--- config.mk ---
export PLATFORM = sky130hd
export DESIGN_NAME = core_bus_arbiter_flat
export DESIGN_NICKNAME = d
export VERILOG_FILES = /design/src/rtl/core_bus_arbiter_if.sv /design/src/rtl/core_bus_arbiter.sv /design/src/flat_wrapper.sv
export SDC_FILE = /design/constraint.sdc
export NUM_CORES = 1
export LEC_CHECK = 0
export ABC_AREA = 0
export BUFFER_PORTS_ARGS = -buffer_cell sky130_fd_sc_hd__buf_2
export CORE_ASPECT_RATIO = 0.75
export CORE_MARGIN = 4
export CORE_UTILIZATION = 41
export DETAILED_ROUTE_END_ITERATION = 8
export PLACE_DENSITY = 0.88
export SLEW_MARGIN = 20
export SYNTH_ARGS = -nofsm -noshare
export SYNTH_HDL_FRONTEND = slang
export SYNTH_SLANG_ARGS = --single-unit
--- constraint.sdc ---
create_clock -name clk -period 1.7 [get_ports clk]
set_clock_uncertainty 0.05 [all_clocks]
set_input_delay 0.17 -clock clk [delete_from_list [all_inputs] [get_ports clk]]
set_output_delay 0.17 -clock clk [all_outputs]
set_load 0.05 [all_outputs]
--- src/rtl/core_bus_arbiter_if.sv ---
// ----------------------------------------------------------------------------
// core_bus_arbiter_if
//   Bundles every signal between the two cores, the shared memory port and the
//   snoop bus around core_bus_arbiter.
//   modport master : arbiter view (takes core requests and memory responses,
//                    drives completions, the memory request and the snoop bus)
//   modport slave  : environment view (cores + memory + snoop listeners)
//   Per-core:  req_x, we_x, addr_x, wdata_x  -> arbiter
//              done_x, rdata_x, err_x        <- arbiter
//   Memory:    mem_req, mem_we, mem_addr, mem_wdata <- arbiter
//              mem_rdata, mem_ready                 -> arbiter
//   Snoop:     snoop_valid, snoop_src, snoop_we, snoop_addr <- arbiter
// ----------------------------------------------------------------------------
interface core_bus_arbiter_if #(
    parameter int ADDR_W = 9,
    parameter int DATA_W = 16
);
    logic              req_a;
    logic              req_b;
    logic              we_a;
    logic              we_b;
    logic [ADDR_W-1:0] addr_a;
    logic [ADDR_W-1:0] addr_b;
    logic [DATA_W-1:0] wdata_a;
    logic [DATA_W-1:0] wdata_b;
    logic              done_a;
    logic              done_b;
    logic [DATA_W-1:0] rdata_a;
    logic [DATA_W-1:0] rdata_b;
    logic              err_a;
    logic              err_b;

    logic              mem_req;
    logic              mem_we;
    logic [ADDR_W-1:0] mem_addr;
    logic [DATA_W-1:0] mem_wdata;
    logic [DATA_W-1:0] mem_rdata;
    logic              mem_ready;

    logic              snoop_valid;
    logic              snoop_src;
    logic              snoop_we;
    logic [ADDR_W-1:0] snoop_addr;

    modport master (
        input  req_a, req_b, we_a, we_b, addr_a, addr_b, wdata_a, wdata_b,
        input  mem_rdata, mem_ready,
        output done_a, done_b, rdata_a, rdata_b, err_a, err_b,
        output mem_req, mem_we, mem_addr, mem_wdata,
        output snoop_valid, snoop_src, snoop_we, snoop_addr
    );

    modport slave (
        output req_a, req_b, we_a, we_b, addr_a, addr_b, wdata_a, wdata_b,
        output mem_rdata, mem_ready,
        input  done_a, done_b, rdata_a, rdata_b, err_a, err_b,
        input  mem_req, mem_we, mem_addr, mem_wdata,
        input  snoop_valid, snoop_src, snoop_we, snoop_addr
    );
endinterface

--- src/rtl/core_bus_arbiter.sv ---
// ----------------------------------------------------------------------------
// core_bus_arbiter
//   Round-robin arbiter sharing one memory port between cores A and B.
//   Each granted transaction is latched, broadcast on the snoop bus for one
//   cycle, run on the memory handshake, then completed back to its core.
//   FSM: IDLE -> SNOOP -> MEM -> DONE -> IDLE, one transaction in flight.
//   Ports:
//     clk   : single clock, rising edge
//     reset : asynchronous, active-high; clears state and every output
//     bus   : core_bus_arbiter_if.master (core requests/completions,
//             memory handshake, snoop broadcast)
//   Optional feature macro: BUS_TIMEOUT_EN
//     defined   -> MEM aborts after TIMEOUT_CYCLES cycles without mem_ready,
//                  completing with done_x and err_x together
//     undefined -> MEM waits indefinitely, err_a/err_b tied to 0
// ----------------------------------------------------------------------------
module core_bus_arbiter #(
    parameter int ADDR_W         = 9,
    parameter int DATA_W         = 16,
    parameter int TIMEOUT_CYCLES = 15
) (
    input  logic               clk,
    input  logic               reset,
    core_bus_arbiter_if.master bus
);

    typedef enum logic [1:0] {
        IDLE  = 2'd0,
        SNOOP = 2'd1,
        MEM   = 2'd2,
        DONE  = 2'd3
    } state_t;

    state_t            state;
    state_t            state_nxt;

    logic              last_grant;   // 0 = A, 1 = B
    logic              bus_src;
    logic              bus_we;
    logic [ADDR_W-1:0] bus_addr;
    logic [DATA_W-1:0] bus_wdata;
    logic [DATA_W-1:0] rdata_a_q;
    logic [DATA_W-1:0] rdata_b_q;
    logic              grant_b;
    logic              any_req;
    logic              mem_abort;

    if (TIMEOUT_CYCLES < 1 || TIMEOUT_CYCLES > 255) begin : g_bad_timeout
        $error("core_bus_arbiter: TIMEOUT_CYCLES must be in 1..255");
    end

    assign any_req = bus.req_a | bus.req_b;
    // On a tie the core that did not win last time gets the bus.
    assign grant_b = bus.req_b & (~bus.req_a | ~last_grant);

`ifdef BUS_TIMEOUT_EN
    logic [7:0] tmo_cnt;
    logic       err_q;

    // Abort on the MEM cycle that would bring the wait count up to the limit;
    // a mem_ready in that same cycle takes priority.
    assign mem_abort = (state == MEM) && !bus.mem_ready &&
                       (tmo_cnt == 8'(TIMEOUT_CYCLES - 1));

    always_ff @(posedge clk or posedge reset) begin
        if (reset) begin
            tmo_cnt <= '0;
            err_q   <= 1'b0;
        end else begin
            if (state != MEM)
                tmo_cnt <= '0;
            else if (!bus.mem_ready)
                tmo_cnt <= tmo_cnt + 8'd1;
            err_q <= mem_abort;
        end
    end

    assign bus.err_a = err_q & ~bus_src;
    assign bus.err_b = err_q &  bus_src;
`else
    assign mem_abort = 1'b0;
    assign bus.err_a = 1'b0;
    assign bus.err_b = 1'b0;
`endif

    always_ff @(posedge clk or posedge reset) begin
        if (reset)
            state <= IDLE;
        else
            state <= state_nxt;
    end

    // Next state plus the handshake outputs decoded from the state register.
    always_comb begin
        state_nxt       = state;
        bus.snoop_valid = 1'b0;
        bus.mem_req     = 1'b0;
        bus.done_a      = 1'b0;
        bus.done_b      = 1'b0;
        case (state)
            IDLE: begin
                if (any_req)
                    state_nxt = SNOOP;
            end
            SNOOP: begin
                bus.snoop_valid = 1'b1;
                state_nxt       = MEM;
            end
            MEM: begin
                bus.mem_req = 1'b1;
                if (bus.mem_ready || mem_abort)
                    state_nxt = DONE;
            end
            DONE: begin
                bus.done_a = ~bus_src;
                bus.done_b =  bus_src;
                state_nxt  = IDLE;
            end
            default: state_nxt = IDLE;
        endcase
    end

    always_ff @(posedge clk or posedge reset) begin
        if (reset) begin
            last_grant <= 1'b1;
            bus_src    <= 1'b0;
            bus_we     <= 1'b0;
            bus_addr   <= '0;
            bus_wdata  <= '0;
            rdata_a_q  <= '0;
            rdata_b_q  <= '0;
        end else begin
            if (state == IDLE && any_req) begin
                bus_src   <= grant_b;
                bus_we    <= grant_b ? bus.we_b    : bus.we_a;
                bus_addr  <= grant_b ? bus.addr_b  : bus.addr_a;
                bus_wdata <= grant_b ? bus.wdata_b : bus.wdata_a;
            end
            // Read data lands in the core's register on the edge entering
            // DONE, so it is visible together with the done pulse.
            if (state == MEM && bus.mem_ready && !bus_we) begin
                if (bus_src)
                    rdata_b_q <= bus.mem_rdata;
                else
                    rdata_a_q <= bus.mem_rdata;
            end
            if (state == DONE)
                last_grant <= bus_src;
        end
    end

    assign bus.rdata_a    = rdata_a_q;
    assign bus.rdata_b    = rdata_b_q;
    assign bus.mem_we     = bus_we;
    assign bus.mem_addr   = bus_addr;
    assign bus.mem_wdata  = bus_wdata;
    assign bus.snoop_src  = bus_src;
    assign bus.snoop_we   = bus_we;
    assign bus.snoop_addr = bus_addr;

endmodule

--- src/flat_wrapper.sv ---
// flat-port wrapper written by rule: the top's interface ports become plain ports
module core_bus_arbiter_flat 
#(
    parameter int ADDR_W         = 9,
    parameter int DATA_W         = 16,
    parameter int TIMEOUT_CYCLES = 15
)
  (clk, reset, bus_req_a, bus_req_b, bus_we_a, bus_we_b, bus_addr_a, bus_addr_b, bus_wdata_a, bus_wdata_b, bus_mem_rdata, bus_mem_ready, bus_done_a, bus_done_b, bus_rdata_a, bus_rdata_b, bus_err_a, bus_err_b, bus_mem_req, bus_mem_we, bus_mem_addr, bus_mem_wdata, bus_snoop_valid, bus_snoop_src, bus_snoop_we, bus_snoop_addr);
  core_bus_arbiter_if #(.ADDR_W(ADDR_W), .DATA_W(DATA_W)) bus_i ();
  input  logic clk;
  input  logic reset;
  input wire logic [$bits(bus_i.req_a)-1:0] bus_req_a;
  input wire logic [$bits(bus_i.req_b)-1:0] bus_req_b;
  input wire logic [$bits(bus_i.we_a)-1:0] bus_we_a;
  input wire logic [$bits(bus_i.we_b)-1:0] bus_we_b;
  input wire logic [$bits(bus_i.addr_a)-1:0] bus_addr_a;
  input wire logic [$bits(bus_i.addr_b)-1:0] bus_addr_b;
  input wire logic [$bits(bus_i.wdata_a)-1:0] bus_wdata_a;
  input wire logic [$bits(bus_i.wdata_b)-1:0] bus_wdata_b;
  input wire logic [$bits(bus_i.mem_rdata)-1:0] bus_mem_rdata;
  input wire logic [$bits(bus_i.mem_ready)-1:0] bus_mem_ready;
  output wire logic [$bits(bus_i.done_a)-1:0] bus_done_a;
  output wire logic [$bits(bus_i.done_b)-1:0] bus_done_b;
  output wire logic [$bits(bus_i.rdata_a)-1:0] bus_rdata_a;
  output wire logic [$bits(bus_i.rdata_b)-1:0] bus_rdata_b;
  output wire logic [$bits(bus_i.err_a)-1:0] bus_err_a;
  output wire logic [$bits(bus_i.err_b)-1:0] bus_err_b;
  output wire logic [$bits(bus_i.mem_req)-1:0] bus_mem_req;
  output wire logic [$bits(bus_i.mem_we)-1:0] bus_mem_we;
  output wire logic [$bits(bus_i.mem_addr)-1:0] bus_mem_addr;
  output wire logic [$bits(bus_i.mem_wdata)-1:0] bus_mem_wdata;
  output wire logic [$bits(bus_i.snoop_valid)-1:0] bus_snoop_valid;
  output wire logic [$bits(bus_i.snoop_src)-1:0] bus_snoop_src;
  output wire logic [$bits(bus_i.snoop_we)-1:0] bus_snoop_we;
  output wire logic [$bits(bus_i.snoop_addr)-1:0] bus_snoop_addr;
  assign bus_i.req_a = bus_req_a;
  assign bus_i.req_b = bus_req_b;
  assign bus_i.we_a = bus_we_a;
  assign bus_i.we_b = bus_we_b;
  assign bus_i.addr_a = bus_addr_a;
  assign bus_i.addr_b = bus_addr_b;
  assign bus_i.wdata_a = bus_wdata_a;
  assign bus_i.wdata_b = bus_wdata_b;
  assign bus_i.mem_rdata = bus_mem_rdata;
  assign bus_i.mem_ready = bus_mem_ready;
  assign bus_done_a = bus_i.done_a;
  assign bus_done_b = bus_i.done_b;
  assign bus_rdata_a = bus_i.rdata_a;
  assign bus_rdata_b = bus_i.rdata_b;
  assign bus_err_a = bus_i.err_a;
  assign bus_err_b = bus_i.err_b;
  assign bus_mem_req = bus_i.mem_req;
  assign bus_mem_we = bus_i.mem_we;
  assign bus_mem_addr = bus_i.mem_addr;
  assign bus_mem_wdata = bus_i.mem_wdata;
  assign bus_snoop_valid = bus_i.snoop_valid;
  assign bus_snoop_src = bus_i.snoop_src;
  assign bus_snoop_we = bus_i.snoop_we;
  assign bus_snoop_addr = bus_i.snoop_addr;
  core_bus_arbiter #(.ADDR_W(ADDR_W), .DATA_W(DATA_W), .TIMEOUT_CYCLES(TIMEOUT_CYCLES)) u_core (.clk(clk), .reset(reset), .bus(bus_i));
endmodule
# Yosys cells after proc, flatten, opt, wreduce, memory -nomap -nowiden
# Cells that the tools add are included.
[totals]
regBits = 62
latch_bits = 0
mem_count = 0
mem_bits_rw = 0
out_inout_bits = 75
elab_cells = 37
mem_bits_ro = 0
[op_classes]
div = 0
reduce_logical = 8
muxes = 10
n_bitwise = 6
shifts = 0
n_addsub = 0
multipliers = 0
eq_ne = 5
magnitude_cmp = 0
[ops]
columns = ["cell", "n"]
rows = [
  ["16-bit 2-to-1 mux", 1],
  ["9-bit 2-to-1 mux", 1],
  ["2-bit one-hot mux with 4 select lines", 1],
  ["2-bit AND reduction", 3],
  ["1-bit 2-to-1 mux", 5],
  ["2-bit == test (second input constant)", 2],
  ["2-bit 2-to-1 mux", 2],
  ["1-bit logical AND", 3],
  ["1-bit NOT", 3],
  ["2-bit by 1-bit == test with 1-bit output (second input constant)", 1],
  ["2-bit logical NOT", 1],
  ["2-bit by 1-bit inequality test with 1-bit output (second input constant)", 1],
  ["2-bit inequality test (second input constant)", 1],
  ["1-bit OR", 2],
  ["1-bit AND", 1],
  ["1-bit logical NOT", 1],
]

# Longest topological paths before layout
# Gate-level depths: netlist (run 1).
[logic_depth]
word_depth = 4
ltp_mapped = 7

# Worst setup path before layout (run 1)
# No wires, ideal clock.
[synth_path]
path_type = "reg-to-reg"
from = "reg u_core.state[0]"
to = "reg u_core.rdata_a_q[0] (netlist: u_core.bus.rdata_a[0])"
arrival_ps = 1968
stages_incl_launch_ff = 7
path_slack_ps = -443
setup_time_ps = 125
n_path_buf = 1
cell_sequence = "dfrtp_1 -> inv_1 -> ha_1 -> nand2_2 -> nor3_4 -> buf_12 -> mux2_4"
[synth_between]
elab_chain_cells = 4
[synth_rtl]
columns = ["element", "line_no", "rtl"]
rows = [
  ["start: declaration", "core_bus_arbiter.sv:34", "state_t state;"],
  ["start signal: assignment", "core_bus_arbiter.sv:90", "state <= state_nxt;"],
  ["2-bit == test", "core_bus_arbiter.sv:141", "if (state == MEM && bus.mem_ready && !bus_we) begin"],
  ["1-bit logical AND (2 in series)", "core_bus_arbiter.sv:141", ""],
  ["2-bit AND reduction (no line)", "-", ""],
  ["end signal: assignment", "core_bus_arbiter.sv:145", "rdata_a_q <= bus.mem_rdata;"],
  ["end: declaration", "core_bus_arbiter.sv:42", "logic [DATA_W-1:0] rdata_a_q;"],
]
# Every way passes these cells.
# A chain may end at the register's enable or synchronous reset.

# Worst setup path in the final report (run 1)
[layout_path]
from = "reg u_core.state[0]"
to = "reg u_core.rdata_a_q[5] (netlist: u_core.bus.rdata_a[5])"
# The elaborated chain is that of the path after synthesis.

==> impl_metrics.ini, run 1 <==
[outcome]
status = finished clean

[cells_and_area]
area_delta_synth_final_pct = 41.1
final_cell_area_um2 = 3970
diodes = 0
nNetsFinal = 477
drive_gt1_share_pct = 54.5
nFillCells = 523

[worst_setup_path]
crit_required_ps = 1870
slowest_stage = dfrtp_1
cp-start-kind = flip-flop
critical_path.max_fanout = 8
cp_slowest_stage_delay_ps = 420
critPathCaptureType = flip-flop
path_cells = inv_2 -> ha_4 -> nand2_4 -> nor3_4 -> clkbuf_16 -> mux2_4
cp.arrival_ps = 1840
path_class = reg -> reg

[logic_synthesis]
syn_inst = 247
ys_async_sr_fraction_pct = 100
netlist_area_um2 = 2820
synth-edff-count = 0
yosysWarnings = 0
yosysUniqueCellTypes = 27
synth_ff_type = dfrtp_1
syn_avg_cell_area_um2 = 11.4
yosys_register_bits = 62
synthTopCellsByArea = dfrtp_1, mux2_2, a21oi_1
synth_common_cells = dfrtp_1, a21oi_1, nand2_1, nor2_1, mux2_2
yosysSeqAreaShare_pct = 55.2
synth_top_area_cell = dfrtp_1
synth.top_cell.area_share_pct = 54.2
synth.most_common_cell = dfrtp_1

[floorplanning]
die-area_um2 = 8270
num_rows = 25
top_level_ports = 148
start_util_pct = 43.5
die_y_um = 79.8
die_x_um = 104
core_area_um2 = 6470

[cts]
cts_sinks = 62
clockRootBuffer = clkbuf_8
path_clk_slew_ps = 70
tritoncts = done
clk_path_buf_depth = 2
clk_latency_ps = 330
cts_buffers = 9
h-tree-depth = 3

[place]
dp_slack_ps = -94.8
io_buffer_count = 145
hpwl_um = 5590
routabilityCongestion = 0.747
detailed_place.area_um2 = 3590

[sta]
report.final.hold_viol_count = 0
fin_ws_ps = 31.1
worst_pin_slew_ps = 718
layout_min_cycle_time_ps = 1670
finalMaxSlewViolations = 0
rsz0062_at_grt = yes
period_share_pct = 98.2
relSlewSlack_pct = 52.0
setup_viol = 0
whs_ps = 24.8
fmax_ghz = 0.599
timing.setup.tns_ps = 0

[detailed_routing]
dr_wl_met2_um = 3530
wl_per_cell_um = 15.5
drt-total-wl_um = 7500
drc = 0
met3_length_um = 796
top_layer = met4
vias = 2414
viasPerCell = 4.98
drt-initial-drc-count = 73
wl_met1_um = 2990
ant_nets = 0
drtPass1Iterations = 4

[global_route]
overflow = 0
grt_pass1_vias = 2456
grt.total_usage_pct = 18.5
grt_max_degree = 28
grt_pass1_wl_um = 12100
antenna_found_initial = 0

[flow_run]
cap_violations = 0

[worst_hold_path]
hold_class = in -> reg
## per-layer routing
metal	track usage [%]	up-vias
met2	31.3	131
met5	0	-
met1	20.6	1136
li1	-	1131
met3	8.81	16
met4	6.91	0
## through the flow
step | std cells | util [%]
3_5_place_dp | 457 | 55.5
6_report | 485 | 61.3
3_3_place_gp | 457 | 55.5
2_1_floorplan | 248 | -
4_1_cts | 480 | 59.8
5_1_grt | 485 | 61.3
## final cells by class
| type | count | area, um2 | area share (%) |
|---|---|---|---|
| Clock buffer | 10 | 138 | 3.47 |
| Clock inverter | 6 | 61.3 | 1.54 |
| Inverter | 4 | 18.8 | 0.473 |
| Multi-Input combinational cell | 158 | 1130 | 28.5 |
| Sequential cell | 62 | 1550 | 39.1 |
| Tap cell | 81 | 101 | 2.55 |
| Timing Repair Buffer | 164 | 968 | 24.4 |
## final timing paths
check	slack, ps	endpoint	cells past startpoint	startpoint
max in group asynchronous	650	u_core.bus.rdata_a[13]$_DFFE_PP0P_	4	reset
min in group asynchronous	380	u_core.bus.rdata_a[5]$_DFFE_PP0P_	3	reset
setup / recovery	30	u_core.bus.rdata_a[5]$_DFFE_PP0P_	6	u_core.state[0]$_DFFE_PP0P_
hold / removal	20	u_core.bus.mem_addr[4]$_DFFE_PP0P_	3	bus_addr_a[4]
hold reg to reg	450	u_core.bus.rdata_b[12]$_DFFE_PP0P_	1	u_core.bus.rdata_b[12]$_DFFE_PP0P_
setup reg to reg	30	u_core.bus.rdata_a[5]$_DFFE_PP0P_	6	u_core.state[0]$_DFFE_PP0P_
## layout by cell type (no fill, tap or decap), drive strengths merged
master and instances:
ha 5, dfrtp 61, bufinv 1, conb 2
o32a 1, nor3b 1, dfstp 1, a21oi 53
o21a 1, a21boi 1, inv 3, nor2b 1
buf 155, and2 1, mux2 34, dlygate4sd3 7
o21ai 1, clkinv 4, a22o 1, nand2 27
a21bo 1, clkinvlp 2, nor3 1, nand4b 1
nor2 26, clkbuf 12
## critical path: cells and delay by family, from the launching register on
kind	cells	cell delay (ps)
buffers and inverters	2	330
adders and majority gates	1	180
muxes	1	300
DFF	1	420
and+or+nand+nor	2	290
## sequential cells by signal, summed over array words and instances (netlist names)
| register | cells |
|---|---|
| u_core.bus.mem_wdata | 16 |
| u_core.bus.mem_we | 1 |
| u_core.state | 2 |
| u_core.bus.rdata_b | 16 |
| u_core.bus.mem_addr | 9 |
| u_core.last_grant | 1 |
| u_core.bus.rdata_a | 16 |
| u_core.bus.snoop_src | 1 |
## kinds of logic after synthesis
logic type | count (synthesis) | share of synthesized area (%)
DFF | 62 | 55.2
AOI/OAI and AO/OA | 59 | 11.5
and+or+nand+nor | 58 | 9.29
muxes | 34 | 14.9
buffers and inverters | 28 | 6.80
adders and majority gates | 5 | 2.22
other | 1 | 0.133
## what timing repair did
item	CTS	global route
endpoints found under the hold margin	25	0
setup buffers	0	4
resized for setup	2	8
setup endpoints to repair	27	18
pin swaps	0	1
gates cloned	0	1
hold buffers	7	0
Power of run 1 is not shown: default switching activity piles up to over one toggle a cycle in this logic, so the estimate is an artifact.
==> inputs of run 2 (changes only) <==
- ABC_AREA: 0 -> 1
- CORE_UTILIZATION: 41 -> 42
==> run 2 against run 1 <==
  * Core utilization is 0.98 points lower
  * Global-route usage grew 2.0 points
  * Synthesized cell count increased by 65%
  * Critical path type is now reg -> out
  * Area after synthesis rose by 9.9%
  * Cell count rose by 36%
  * Design area rose by 6.3%
  * Flip-flop and latch count stayed put
  * Critical path depth is 3 lower
  * Via count is 27% higher
  * Worst hold slack improved by 3.7 ps
  * Non-clock buffer count unchanged
==> impl_metrics.ini, run 2 <==
[detailed_routing]
vias = 3063
ant_nets = 0
drc = 0
wl_per_cell_um = 13.2
drt-initial-drc-count = 177
viasPerCell = 4.65
drt-total-wl_um = 8690
drtPass1Iterations = 4

[sta]
rsz0062_at_grt = yes
finalMaxSlewViolations = 0
fmax_ghz = 0.630
period_share_pct = 93.4
layout_min_cycle_time_ps = 1590
relSlewSlack_pct = 51.0
report.final.hold_viol_count = 0
setup_viol = 0
worst_pin_slew_ps = 732

[logic_synthesis]
synth.most_common_cell = nand2_1
netlist_area_um2 = 3090
yosysSeqAreaShare_pct = 50.2
yosys_register_bits = 62
synth_top_area_cell = dfrtp_1
yosysUniqueCellTypes = 20
synth-edff-count = 0
synthTopCellsByArea = dfrtp_1, nand2_1, nand3_1
yosysWarnings = 0
ys_async_sr_fraction_pct = 100
syn_avg_cell_area_um2 = 7.58
syn_inst = 408
synth_common_cells = nand2_1, nand3_1, dfrtp_1
synth.top_cell.area_share_pct = 49.3
synth_ff_type = dfrtp_1

[place]
routabilityCongestion = 0.778
io_buffer_count = 145
hpwl_um = 6470
dp_cells = 632

[worst_hold_path]
min_path_cells = 3
worstHoldStart = bus_mem_rdata[0]
hold_class = in -> reg

[global_route]
overflow = 0
grt.total_usage_pct = 20.5
grt_max_degree = 41
antenna_found_initial = 0
grt_pass1_vias = 2957
grt_pass1_wl_um = 14100

[cts]
cts_sinks = 62
path_clk_slew_ps = 80
tritoncts = done
clockRootBuffer = clkbuf_8
clk_path_buf_depth = 2
h-tree-depth = 3
cts_buffers = 9
clk_latency_ps = 340

[cells_and_area]
area_delta_synth_final_pct = 36.4
layout_commonest_cell = nand2_1
final_cell_mix = nand2_1, buf_2, nand3_1
fin_util_pct = 60.4
final_cells = 659
diodes = 0
nNetsFinal = 634
drive_gt1_share_pct = 32.8

[worst_setup_path]
crit_required_ps = 1480
r2r-start = u_core.state[0]$_DFFE_PP0P_
cp.arrival_ps = 1370
cp-start-kind = flip-flop
critPathCaptureType = output port
critical_path.max_fanout = 4
path_class = reg -> out
worstSetupStartpoint = u_core.state[1]$_DFFE_PP0P_
ff2ff_path_depth = 7

[power_and_ir_drop]
p_leak_nw = 2.61
ir_drop_mv = 1.20
power_density_nw_per_um2 = 2320

[floorplanning]
core_area_um2 = 6990
die-area_um2 = 8820
top_level_ports = 148
num_rows = 26
die_x_um = 107
start_util_pct = 44.2
die_y_um = 82.3

[flow_run]
cap_violations = 0

[outcome]
status = finished clean
-- run 2: changes by cell type in the layout (fill, tap and decap cells not counted), sizes merged, moves of 2 or more --
cell	change
a21oi	-53
nand3	+70
inv	+60
nor2	-22
clkbuf	-2
nand2	+147
mux2	-34
buf	-3
dlygate4sd3	+4
clkinv	-4
-- run 2: worst paths after layout --
path / to / slack (ps)
setup / recovery: bus_snoop_valid / 110
hold / removal: u_core.bus.rdata_b[0]$_DFFE_PP0P_ / 30
setup reg to reg: u_core.bus.mem_wdata[6]$_DFFE_PP0P_ / 110
hold reg to reg: u_core.last_grant$_DFFE_PP1N_ / 420
max in group asynchronous: u_core.bus.rdata_b[2]$_DFFE_PP0P_ / 660
min in group asynchronous: u_core.bus.mem_wdata[12]$_DFFE_PP0P_ / 380
-- run 2: routing by layer --
layer / GRT usage (%) / routed length [um] / vias up / part of all wire [%]
met5: 0 / 0 / - / 0
li1: - / - / 1514 / -
met3: 6.37 / 679 / 10 / 7.8
met1: 25.6 / 3620 / 1402 / 42
met2: 35.6 / 4310 / 137 / 50
met4: 3.96 / 76 / 0 / 0.87
-- run 2: critical path, cell delays in order, from the launching register on --
cell and delay [ps]:
dfrtp_2 440, inv_1 130, ha_1 190, buf_2 270
-- run 2: logic make-up (layout without fill, tap and decap cells) --
| logic type | count (synthesis) | after routing | synth area share (%) |
|---|---|---|---|
| other cells | 1 | 2 | 0.121 |
| compound gates | 2 | 2 | 0.687 |
| flops | 62 | 62 | 50.2 |
| fa+ha+maj | 5 | 5 | 2.02 |
| buf+inv | 88 | 240 | 12.7 |
| simple gates | 250 | 250 | 34.3 |
-- run 2: power by group --
part | leakage [nW] | switching (mW) | total (mW) | internal, mW
Clock | 0.111 | 0.655 | 1.50 | 0.846
Combinational | 1.73 | 4.39 | 5.63 | 1.25
Sequential | 0.766 | 0.476 | 2.66 | 2.19
Total | 2.61 | 5.52 | 9.80 | 4.28
-- run 2: area by class of cell --
class | count | area, um2
clock buffer | 9 | 124
clock inverter | 7 | 103
fill | 628 | 2770
inverter | 60 | 229
multi-input combinational | 259 | 1170
sequential | 62 | 1550
tap | 98 | 123
timing repair buffer | 164 | 915
-- run 2: repair_timing --
item / CTS / global route
hold buffers: 11 / 0
setup buffers: 0 / 0
endpoints found under the setup margin: 0 / 23
resized for setup: 0 / 5
endpoints found under the hold margin: 31 / 0
-- run 2: metrics by stage --
step / cell area, um2 / power [mW] / setup slack, ps / hold slack (ps) / TNS, ps
final: 4220 / 9.80 / 112 / 28.5 / 0
after global routing: 4220 / 10.4 / -4.93 / 2.13 / -8.09
after CTS: 4200 / 9.83 / 75.9 / 12.3 / 0
after detailed placement: 3870 / 8.29 / 97.0 / 197 / 0
after global placement: 3870 / 8.12 / 186 / 196 / 0
after floorplan: 3110 / 7.05 / 3.68 / 230 / 0
(Power assumes the default switching activity.)
==> inputs of run 3 (changes only) <==
- PLACE_DENSITY: 0.88 -> 0.74
==> run 3 against run 2 <==
  * Via count is 3.0% lower
  * Highest routed layer unchanged
  * Non-clock buffer count is 1 lower
  * Critical endpoint is now bus_done_a
  * Die area stayed put
  * Sequential share of layout area is 0.22 points higher
==> impl_metrics.ini, run 3 (synthesis results as in run 2) <==
[detailed_routing]
ant_nets = 0
wl_per_cell_um = 12.4
viasPerCell = 4.51
drt-initial-drc-count = 128
drtPass1Iterations = 4
drt-total-wl_um = 8150
drc = 0
vias = 2970

[place]
io_buffer_count = 145
routabilityCongestion = 0.787
hpwl_um = 6230

[global_route]
antenna_found_initial = 0
grt_pass1_wl_um = 13600
grt_max_degree = 39
grt.total_usage_pct = 19.5
overflow = 0
grt_pass1_vias = 2960

[cts]
path_clk_slew_ps = 70
cts_setup_buffers = 0
tritoncts = done
cts_buffers = 9
cts_sinks = 62
clockRootBuffer = clkbuf_8
h-tree-depth = 3
clk_path_buf_depth = 2
clk_latency_ps = 330

[worst_setup_path]
critPathCaptureType = output port
cp_slowest_stage_delay_ps = 430
critical_path.max_fanout = 4
slowest_stage = dfrtp_1
crit_required_ps = 1480
cp.arrival_ps = 1400
cp-start-kind = flip-flop
worst-path-buf-inv = 2
path_cells = ha_1 -> inv_1 -> nor2_1 -> buf_2
crit_family = flip-flops
path_class = reg -> out

[cells_and_area]
drive_gt1_share_pct = 32.9
final_cell_mix = nand2_1, buf_2, nand3_1
area_delta_synth_final_pct = 35.5
nNetsFinal = 633
layout_commonest_cell = nand2_1
diodes = 0

[power_and_ir_drop]
ir_drop_mv = 1.14
p_leak_nw = 2.59
power_density_nw_per_um2 = 2310

[sta]
setup_viol = 0
fmax_ghz = 0.619
worst_pin_slew_ps = 727
finalMaxSlewViolations = 0
rsz0062_at_grt = no
relSlewSlack_pct = 51.4
layout_min_cycle_time_ps = 1620
whs_ps = 16.3
timing.setup.tns_ps = 0
report.final.hold_viol_count = 0
period_share_pct = 95.1

[floorplanning]
core_area_um2 = 6990
die-area_um2 = 8820
start_util_pct = 44.2
top_level_ports = 148
num_rows = 26
die_y_um = 82.3
die_x_um = 107

[worst_hold_path]
hold_class = in -> reg

[flow_run]
cap_violations = 0

[outcome]
status = finished clean
==> run 3: cell type report <==
type                       instances  area, um2
inverter                          60        229
clock buffer                       9        124
timing repair buffer             163        896
sequential                        62       1550
clock inverter                     7        104
multi-input combinational        259       1160
fill                             660       2800
tap                               98        123
==> run 3: per-layer routing <==
| layer | vias up | wire [um] | GRT usage, % |
|---|---|---|---|
| li1 | 1513 | - | - |
| met2 | 104 | 3840 | 31.0 |
| met5 | - | 0 | 0 |
| met1 | 1345 | 3680 | 25.5 |
| met3 | 8 | 552 | 6.68 |
| met4 | 0 | 80 | 5.75 |
==> run 3: path summary, 6_finish.rpt <==
check                                                   from                                 to  slack, ps  cells after the start
max                              u_core.state[1]$_DFFE_PP0P_                         bus_done_a         80                      4
min                                         bus_mem_rdata[6]  u_core.bus.rdata_b[6]$_DFFE_PP0P_         20                      3
max reg2reg                      u_core.state[0]$_DFFE_PP0P_  u_core.bus.rdata_b[7]$_DFFE_PP0P_        170                      7
min reg2reg                u_core.bus.rdata_a[8]$_DFFE_PP0P_  u_core.bus.rdata_a[8]$_DFFE_PP0P_        420                      2
max in group asynchronous                              reset      u_core.last_grant$_DFFE_PP1N_        790                      4
min in group asynchronous                              reset        u_core.state[1]$_DFFE_PP0P_        280                      3
==> run 3: where the power goes <==
part	internal [mW]	total [mW]	switching (mW)
clock	0.848	1.48	0.630
sequential	2.19	2.64	0.456
combinational	1.23	5.55	4.33
total	4.26	9.67	5.41
==> run 3: repair_timing <==
item,in CTS,in global routing
gates resized for setup,0,0
endpoints found under the hold margin,18,1
hold buffers,8,1
==> run 3: stage by stage <==
stage	cells	power [mW]	instance area [um2]	utilization [%]	setup slack, ps
final	658	9.67	4190	59.9	84.1
after global placement	633	8.15	3870	55.4	227
after detailed placement	633	8.23	3870	55.4	157
after floorplan	409	7.05	3110	-	3.68
after global routing	658	10.3	4190	59.9	19.8
after CTS	657	9.76	4180	59.8	71.4
==> run 3: worst reg2reg max path: stages, from the launching register on <==
cell and delay (ps):
dfrtp_1 420, inv_1 150, ha_4 160, nand2_1 120
nor2_4 140, nand2_2 200, nand2_1 120, nand2_1 60
